[src/rtl/bist_fa_controller.sv]
// BIST sequencer for a 1-bit full-adder CUT: drives fault controls, walks the 8
// exhaustive {a,b,cin} patterns, and checks each response against a golden model.
module bist_fa_controller #(
    parameter int SETTLE_CYC = 1,
    parameter int ERR_W      = 4
) (
    input  logic             clk,
    input  logic             rst,
    input  logic             start,
    input  logic [2:0]       fault_cfg,
    input  logic             cut_sum,
    input  logic             cut_cout,
    output logic             tp_a,
    output logic             tp_b,
    output logic             tp_cin,
    output logic             f1,
    output logic             f2,
    output logic             f3,
    output logic             busy,
    output logic             done,
    output logic             pass,
    output logic [ERR_W-1:0] err_cnt,
    output logic [7:0]       fail_map,
    output logic [2:0]       first_fail,
    output logic             first_fail_vld
);

    typedef enum logic [1:0] {
        IDLE  = 2'd0,
        APPLY = 2'd1,
        DONE  = 2'd2
    } state_t;

    localparam logic [3:0]       LAST_CNT = 4'(SETTLE_CYC - 1);
    localparam logic [ERR_W-1:0] ERR_MAX  = {ERR_W{1'b1}};

    state_t     state;
    state_t     state_nxt;
    logic [2:0] pat;
    logic [3:0] cnt;
    logic       start_test;
    logic       sample;
    logic       gold_sum;
    logic       gold_cout;
    logic       mismatch;

    assign {tp_a, tp_b, tp_cin} = pat;

    assign gold_sum  = pat[2] ^ pat[1] ^ pat[0];
    assign gold_cout = (pat[2] & pat[1]) | (pat[2] & pat[0]) | (pat[1] & pat[0]);
    assign mismatch  = (cut_sum != gold_sum) || (cut_cout != gold_cout);

    assign busy = (state == APPLY);
    assign done = (state == DONE);
    assign pass = done && (err_cnt == '0);

    always_ff @(posedge clk or posedge rst) begin
        if (rst) begin
            state <= IDLE;
        end else begin
            state <= state_nxt;
        end
    end

    always_comb begin
        state_nxt  = state;
        start_test = 1'b0;
        sample     = 1'b0;
        case (state)
            IDLE, DONE: begin
                if (start) begin
                    start_test = 1'b1;
                    state_nxt  = APPLY;
                end
            end
            APPLY: begin
                if (cnt == LAST_CNT) begin
                    sample = 1'b1;
                    if (pat == 3'd7) begin
                        state_nxt = DONE;
                    end
                end
            end
            default: state_nxt = IDLE;
        endcase
    end

    // Pattern, settle counter, fault controls and result registers.
    always_ff @(posedge clk or posedge rst) begin
        if (rst) begin
            pat            <= 3'd0;
            cnt            <= 4'd0;
            f1             <= 1'b1;
            f2             <= 1'b1;
            f3             <= 1'b0;
            err_cnt        <= '0;
            fail_map       <= 8'd0;
            first_fail     <= 3'd0;
            first_fail_vld <= 1'b0;
        end else if (start_test) begin
            pat            <= 3'd0;
            cnt            <= 4'd0;
            f1             <= ~fault_cfg[0];
            f2             <= ~fault_cfg[1];
            f3             <= fault_cfg[2];
            err_cnt        <= '0;
            fail_map       <= 8'd0;
            first_fail     <= 3'd0;
            first_fail_vld <= 1'b0;
        end else if (sample) begin
            if (mismatch) begin
                fail_map[pat] <= 1'b1;
                if (err_cnt != ERR_MAX) begin
                    err_cnt <= err_cnt + ERR_W'(1);
                end
                if (!first_fail_vld) begin
                    first_fail     <= pat;
                    first_fail_vld <= 1'b1;
                end
            end
            // The last pattern stays on tp_* while results are held in DONE.
            if (pat != 3'd7) begin
                pat <= pat + 3'd1;
            end
            cnt <= 4'd0;
        end else if (state == APPLY) begin
            cnt <= cnt + 4'd1;
        end
    end

endmodule

[config.mk]
export PLATFORM = sky130hd
export DESIGN_NAME = bist_fa_controller
export DESIGN_NICKNAME = d
export VERILOG_FILES = /design/src/rtl/bist_fa_controller.sv
export SDC_FILE = /design/constraint.sdc
export NUM_CORES = 1
export LEC_CHECK = 0
export CAP_MARGIN = 40
export CELL_PAD_IN_SITES_DETAIL_PLACEMENT = 1
export CELL_PAD_IN_SITES_GLOBAL_PLACEMENT = 1
export CORE_AREA = 2 2 78 80
export CTS_CLUSTER_DIAMETER = 40
export DETAILED_ROUTE_END_ITERATION = 7
export DIE_AREA = 0 0 80 82
export MAX_ROUTING_LAYER = met4
export PLACE_DENSITY_LB_ADDON = 0.05
export SYNTH_ARGS = -nofsm -noshare
export SYNTH_HDL_FRONTEND = slang
export SYNTH_SLANG_ARGS = --single-unit
[constraint.sdc]
create_clock -name clk -period 2.1 [get_ports clk]
set_input_delay 0.21 -clock clk [delete_from_list [all_inputs] [get_ports clk]]
set_output_delay 0.21 -clock clk [all_outputs]
set_load 0.05 [all_outputs]
## Word level (Yosys, flattened, before mapping)

Cells that the tools add are included.

- Multiplexer cells: 30
- Shifts and indexed selects: 0
- Add/sub/neg operators: 3
- Multipliers: 0
- Equality and inequality tests: 11
- Order comparisons: 2
- Bitwise gates (word level): 10
- Reduce and logical (&&, ||, !) cells: 17
- Divide/modulo/power cells: 0

Operators with widths:

| cell | count |
|---|---|
| 2-to-1 mux 4 bit | 7 |
| 2-to-1 mux 8 bit | 3 |
| 2-to-1 mux 3 bit | 7 |
| AND reduction 3 bit | 3 |
| adder 4 x 1 -> 4 bit (second input constant) | 2 |
| zero test 4 bit | 2 |
| 2-to-1 mux 1 bit | 8 |
| bitwise OR 8 bit | 1 |
| nonzero test 2 bit | 4 |
| 2-to-1 mux 2 bit | 3 |
| != test 2 x 1 -> 1 bit (second input constant) | 3 |
| < comparator 3 x 4 -> 1 bit (second input constant) | 1 |
| != test 4 bit (second input constant) | 1 |
| case mux 2 bit (2 select lines) | 1 |
| AND reduction 2 bit | 2 |
| adder 3 x 1 -> 3 bit (second input constant) | 1 |
| bitwise AND 1 bit | 3 |
| demux 1 bit (select 3 bit) | 1 |
| equality test 3 bit (second input constant) | 1 |
| >= comparator 3 x 1 -> 1 bit (second input constant) | 1 |
| != test 3 bit (second input constant) | 1 |
| nonzero test 3 bit | 1 |
| equality test 2 x 1 -> 1 bit (second input constant) | 1 |
| equality test 2 bit (second input constant) | 1 |
| 9 further kinds | 14 |

- Output and inout port bits: 25
- Register bits: 28
- Logic and storage cells: 83
- Bits of input ports: 8
- Bits in read-only memories: 0
- RAM bits: 0
- Latch bits: 0
- Memories kept: 0

## Depth between registers and ports, before layout

- Depth in word-level cells: 8
- Depth in mapped cells: 7
- Depth with buffers taken out: 6

## Worst setup path after synthesis

OpenSTA, ideal clock, no wires.

- Path type: reg2out
- Start: reg err_cnt[1]
- End: out pass
- Arrival: 2.440 ns
- Stages on the path, launching flop included: 4
- Slack: -0.550 ns
- Buffers on the path: 0
- Data required time: 1.890 ns
- Path through: dfrtp_1 > inv_1 > ha_1 > nor4b_1

- Longest elaborated chain between the ends: 2

Ends and longest elaborated chain:

| element | RTL line | source |
|---|---|---|
| start, declared | 22 | `output logic [ERR_W-1:0] err_cnt,` |
| start signal, assigned | 114 | `err_cnt <= err_cnt + ERR_W'(1);` |
| zero test 4 bit | 55 | `assign pass = done && (err_cnt == '0);` |
| logical AND 1 bit | 55 |  |
| end, declared | 21 | `output logic pass,` |

No other way between the ends.

## Worst setup path in the final report

- Start: reg pat[2]
- End: reg first_fail[2]

- Longest elaborated chain between the ends: 7
- Elaborated cells on any way between the ends: 15
- Classes of those cells: 2 x eq/ne; 4 x mux; 6 x bitwise; 3 x reduce/logical

Ends and longest elaborated chain:

| element | RTL line | source |
|---|---|---|
| start, declared | 39 | `logic [2:0] pat;` |
| start signal, assigned | 123 | `pat <= pat + 3'd1;` |
| bitwise AND 1 bit | 50 | `assign gold_cout = (pat[2] & pat[1]) \| (pat[2] & pat[0]) \| (pat[1] & pat[0]);` |
| bitwise OR 1 bit (2 in a row) | 50 |  |
| != test 1 bit | 51 | `assign mismatch = (cut_sum != gold_sum) \|\| (cut_cout != gold_cout);` |
| logical OR 1 bit | 51 |  |
| nonzero test 2 bit (no source line) | - |  |
| AND reduction 3 bit (no source line) | - |  |
| end signal, assigned | 117 | `first_fail <= pat;` |
| end, declared | 24 | `output logic [2:0] first_fail,` |

Several ways; a longest one is shown, not always the timed one. The select of a mux whose other input is x is not followed.
A chain may end at the register's enable or synchronous reset.

==> metrics.cfg <==
[setup_path]
worst_ep_arrival_time_ns = 2.18
reg2reg_from = pat[2]$_DFFE_PP0P_
reg2regPathDepth = 6
rrSetupSlack_ns = 0.12
worstPathCellList = fa_1 > xnor2_1 > a211oi_4 > buf_4 > and2b_1 > mux2i_1
crit_type = register to register
crit_path_end_kind = register
r2r-end = first_fail[2]$_DFFE_PP0P_
cp_slowest_cell = fa_1
cp_slowest_stage_delay_ns = 0.49
critical_path.startpoint_type = register
crit_required_ns = 2.31
crit_start = pat[2]$_DFFE_PP0P_
crit_fanout = 3
crit_path_end = first_fail[2]$_DFFE_PP0P_

[clock_tree]
ctsRootBufferMaster = clkbuf_8
cts_resized = 0
clock_latency_ns = 0.28
clk_pin_slew_ns = 0.10
htreeDepth = 1
numCtsBuffers = 3
clkSinkCount = 28
cts_tree = yes
cts_buffer_depth = 2

[layout]
multi_input_area_um2 = 624
final_cell_area_um2 = 1930
layout-drive-gt1-share = 0.155
regArea_um2 = 707
final.fill_count = 671
fin_nets = 194
syn_to_final_growth_pct = 40.2
diodes = 0

[hold_path]
hold_class = input pin to async pin

[detailed_routing]
viasPerCell = 4.42
drcViolationCount = 0
ant_nets = 0
wl_per_cell_um = 14.3
drtPass1Iterations = 4
dr.first_iter.drc_count = 36
routed_wl_um = 3570
vias = 1100

[floorplanning]
die_w_um = 80
dieArea_um2 = 6560
start_util = 0.240
io-pin-count = 33
coreArea_um2 = 5750
num_rows = 28
die_h_um = 82

[synth]
synth_cell_types = 33
syn_area_um2 = 1380
yosysWarningCount = 0
synthCells = 131
yosysSeqAreaShare = 0.510
ys_seq_elements = 28
avgSynthCellArea_um2 = 10.5
syn_nets = 150

[global_routing]
antenna_found_initial = 0
gr-total-overflow = 0
grt_pass1_wl_um = 5770
track_usage = 0.120
grt_max_degree = 29
first_global_vias = 1156

[job]
maxCapViolations = 0

[sta]
period_share = 0.941
post-route-min-period_ns = 1.98
fin_ws_ns = 0.125
finalHoldViolCount = 0
worst_pin_slew_ns = 0.512
rsz0062_at_grt = false
fin_tns_setup_ns = 0
final-setup-viol-count = 0
whs_ns = 0.294
relSlewSlack = 0.657
finClkSkew_ns = 0.00894
fmax_ghz = 0.506
drv_slew = 0

[power_and_ir_drop]
combPwrFrac = 0.602
swShare = 0.479
pwr_density_cell_nw_per_um2 = 1830
p_switching_uw = 1690
power.total_uw = 3530
p_int_uw = 1840
vdd_ir_drop_max_mv = 0.610
pwr-share-clk = 0.123
sequentialPowerShare = 0.275
p_leak_uw = 0.000885

[place]
place_area_um2 = 1850
dp_hpwl_um = 2610
port_buffers = 32
gp_congestion = 0.722
pre_cts_ws_ns = 0.0204

[outcome]
status = finished clean

power groups by stage:
| stage | registers [uW] | clock network [uW] | logic, uW |
|---|---|---|---|
| 2_1_floorplan | 1600 | 0 | 778 |
| 3_3_place_gp | 977 | 0 | 2090 |
| 3_5_place_dp | 985 | 0 | 2110 |
| 4_1_cts | 977 | 456 | 2120 |
| 5_1_grt | 1010 | 480 | 2290 |
| 6_report | 971 | 435 | 2120 |
layer usage:
metal	global-route usage	wire length (um)	vias up
met5	-	0	-
met3	0.0297	85	4
met1	0.147	1700	554
met2	0.206	1760	18
met4	0.0203	25	0
li1	-	-	524
what timing repair did:
action	CTS	global route
setup endpoints to repair	1	4
cloned	0	0
buffers inserted	0	2
hold buffers	0	0
pin swaps	1	1
stage by stage:
stage | std cells | util
floorplan | 131 | -
global placement | 243 | 0.321
detailed placement | 243 | 0.321
CTS | 247 | 0.334
global route | 249 | 0.336
finish | 249 | 0.336
worst min path at each step:
stage	endpoint	cells past startpoint	startpoint
floorplan	cnt[0]$_DFFE_PP0P_	1	rst
global placement	f3$_DFFE_PP0P_	2	f3$_DFFE_PP0P_
detailed placement	f3$_DFFE_PP0P_	2	f3$_DFFE_PP0P_
CTS	first_fail[0]$_DFFE_PP0P_	3	rst
global route	first_fail[1]$_DFFE_PP0P_	3	rst
finish	first_fail[1]$_DFFE_PP0P_	3	rst
placed cells by master (no fill, tap or decap), types with 2 or more instances in the layout:
| master | count |
|---|---|
| a21oi_1 | 2 |
| a31oi_1 | 8 |
| buf_4 | 13 |
| clkbuf_8 | 3 |
| clkdlybuf4s50_1 | 30 |
| dfrtp_1 | 23 |
| dfrtp_2 | 3 |
| dfstp_2 | 2 |
| ha_1 | 10 |
| inv_1 | 9 |
| mux2i_1 | 5 |
| nand2_1 | 17 |
| nand2b_1 | 3 |
| nand3_1 | 2 |
| nor2_1 | 14 |
| nor3_1 | 2 |
| o21ai_0 | 4 |
| o31ai_1 | 3 |
| xnor2_1 | 3 |
| xor2_1 | 2 |
cell families after synthesis:
| logic type | share of synthesized area |
|---|---|
| compound gates | 0.101 |
| xor+xnor | 0.0318 |
| fa+ha+maj | 0.105 |
| buf+inv | 0.0409 |
| flops | 0.510 |
| mux | 0.0472 |
| simple gates | 0.164 |
critical path: cells and delay by family, from the launching register on:
family | cells | cell delay (ns)
xor gates and xnor gates | 1 | 0.17
muxes | 1 | 0.20
buffers and inverters | 1 | 0.15
AOI/OAI and AO/OA | 1 | 0.25
adders and majority gates | 1 | 0.49
DFF | 1 | 0.43
and+or+nand+nor | 1 | 0.21
cell usage after synthesis:
master    instances  area [um2]
nand2b_1          3        18.8
ha_1             10         125
clkinv_1          1        3.75
nand2_2           1        6.26
nor2_1           14        52.6
nand4_1           1        6.26
a311oi_1          1        8.76
clkbuf_1          3        11.3
buf_4             1        7.51
o31ai_1           3        22.5
a211oi_4          1        20.0
o21ai_0           4        20.0
and4b_1           1        10.0
nor2b_1           1        6.26
a21oi_1           2        10.0
mux2i_1           5        50.1
and3_1            1        6.26
inv_1             9        33.8
mux2_4            1        15.0
xor2_1            2        17.5
a31oi_1           8        50.1
or3b_4            1        11.3
nand3_1           2        10.0
nand2_1          17        63.8
dfrtp_1          26         651
nor3b_1           1        7.51
nor3_1            2        10.0
dfstp_2           2        52.6
fa_1              1        20.0
a21boi_0          1        7.51
nor4b_1           1        8.76
xnor2_1           3        26.3
and2b_1           1        7.51
state kept, by name (all words and copies together), names as in the netlist:
name	flops
cnt	4
f1	1
state	2
fail_map	8
f2	1
err_cnt	4
first_fail_vld	1
first_fail	3
f3	1
pat	3
area by class of cell:
type / count / area share
clock buffers: 3 / 0.0214
clock inverters: 1 / 0.0155
multi-input cells: 89 / 0.323
well taps: 75 / 0.0486
flip-flops and latches: 28 / 0.366
inverters: 10 / 0.0194
repair buffers: 43 / 0.206
Note: power is estimated with default switching activity, not from simulation.
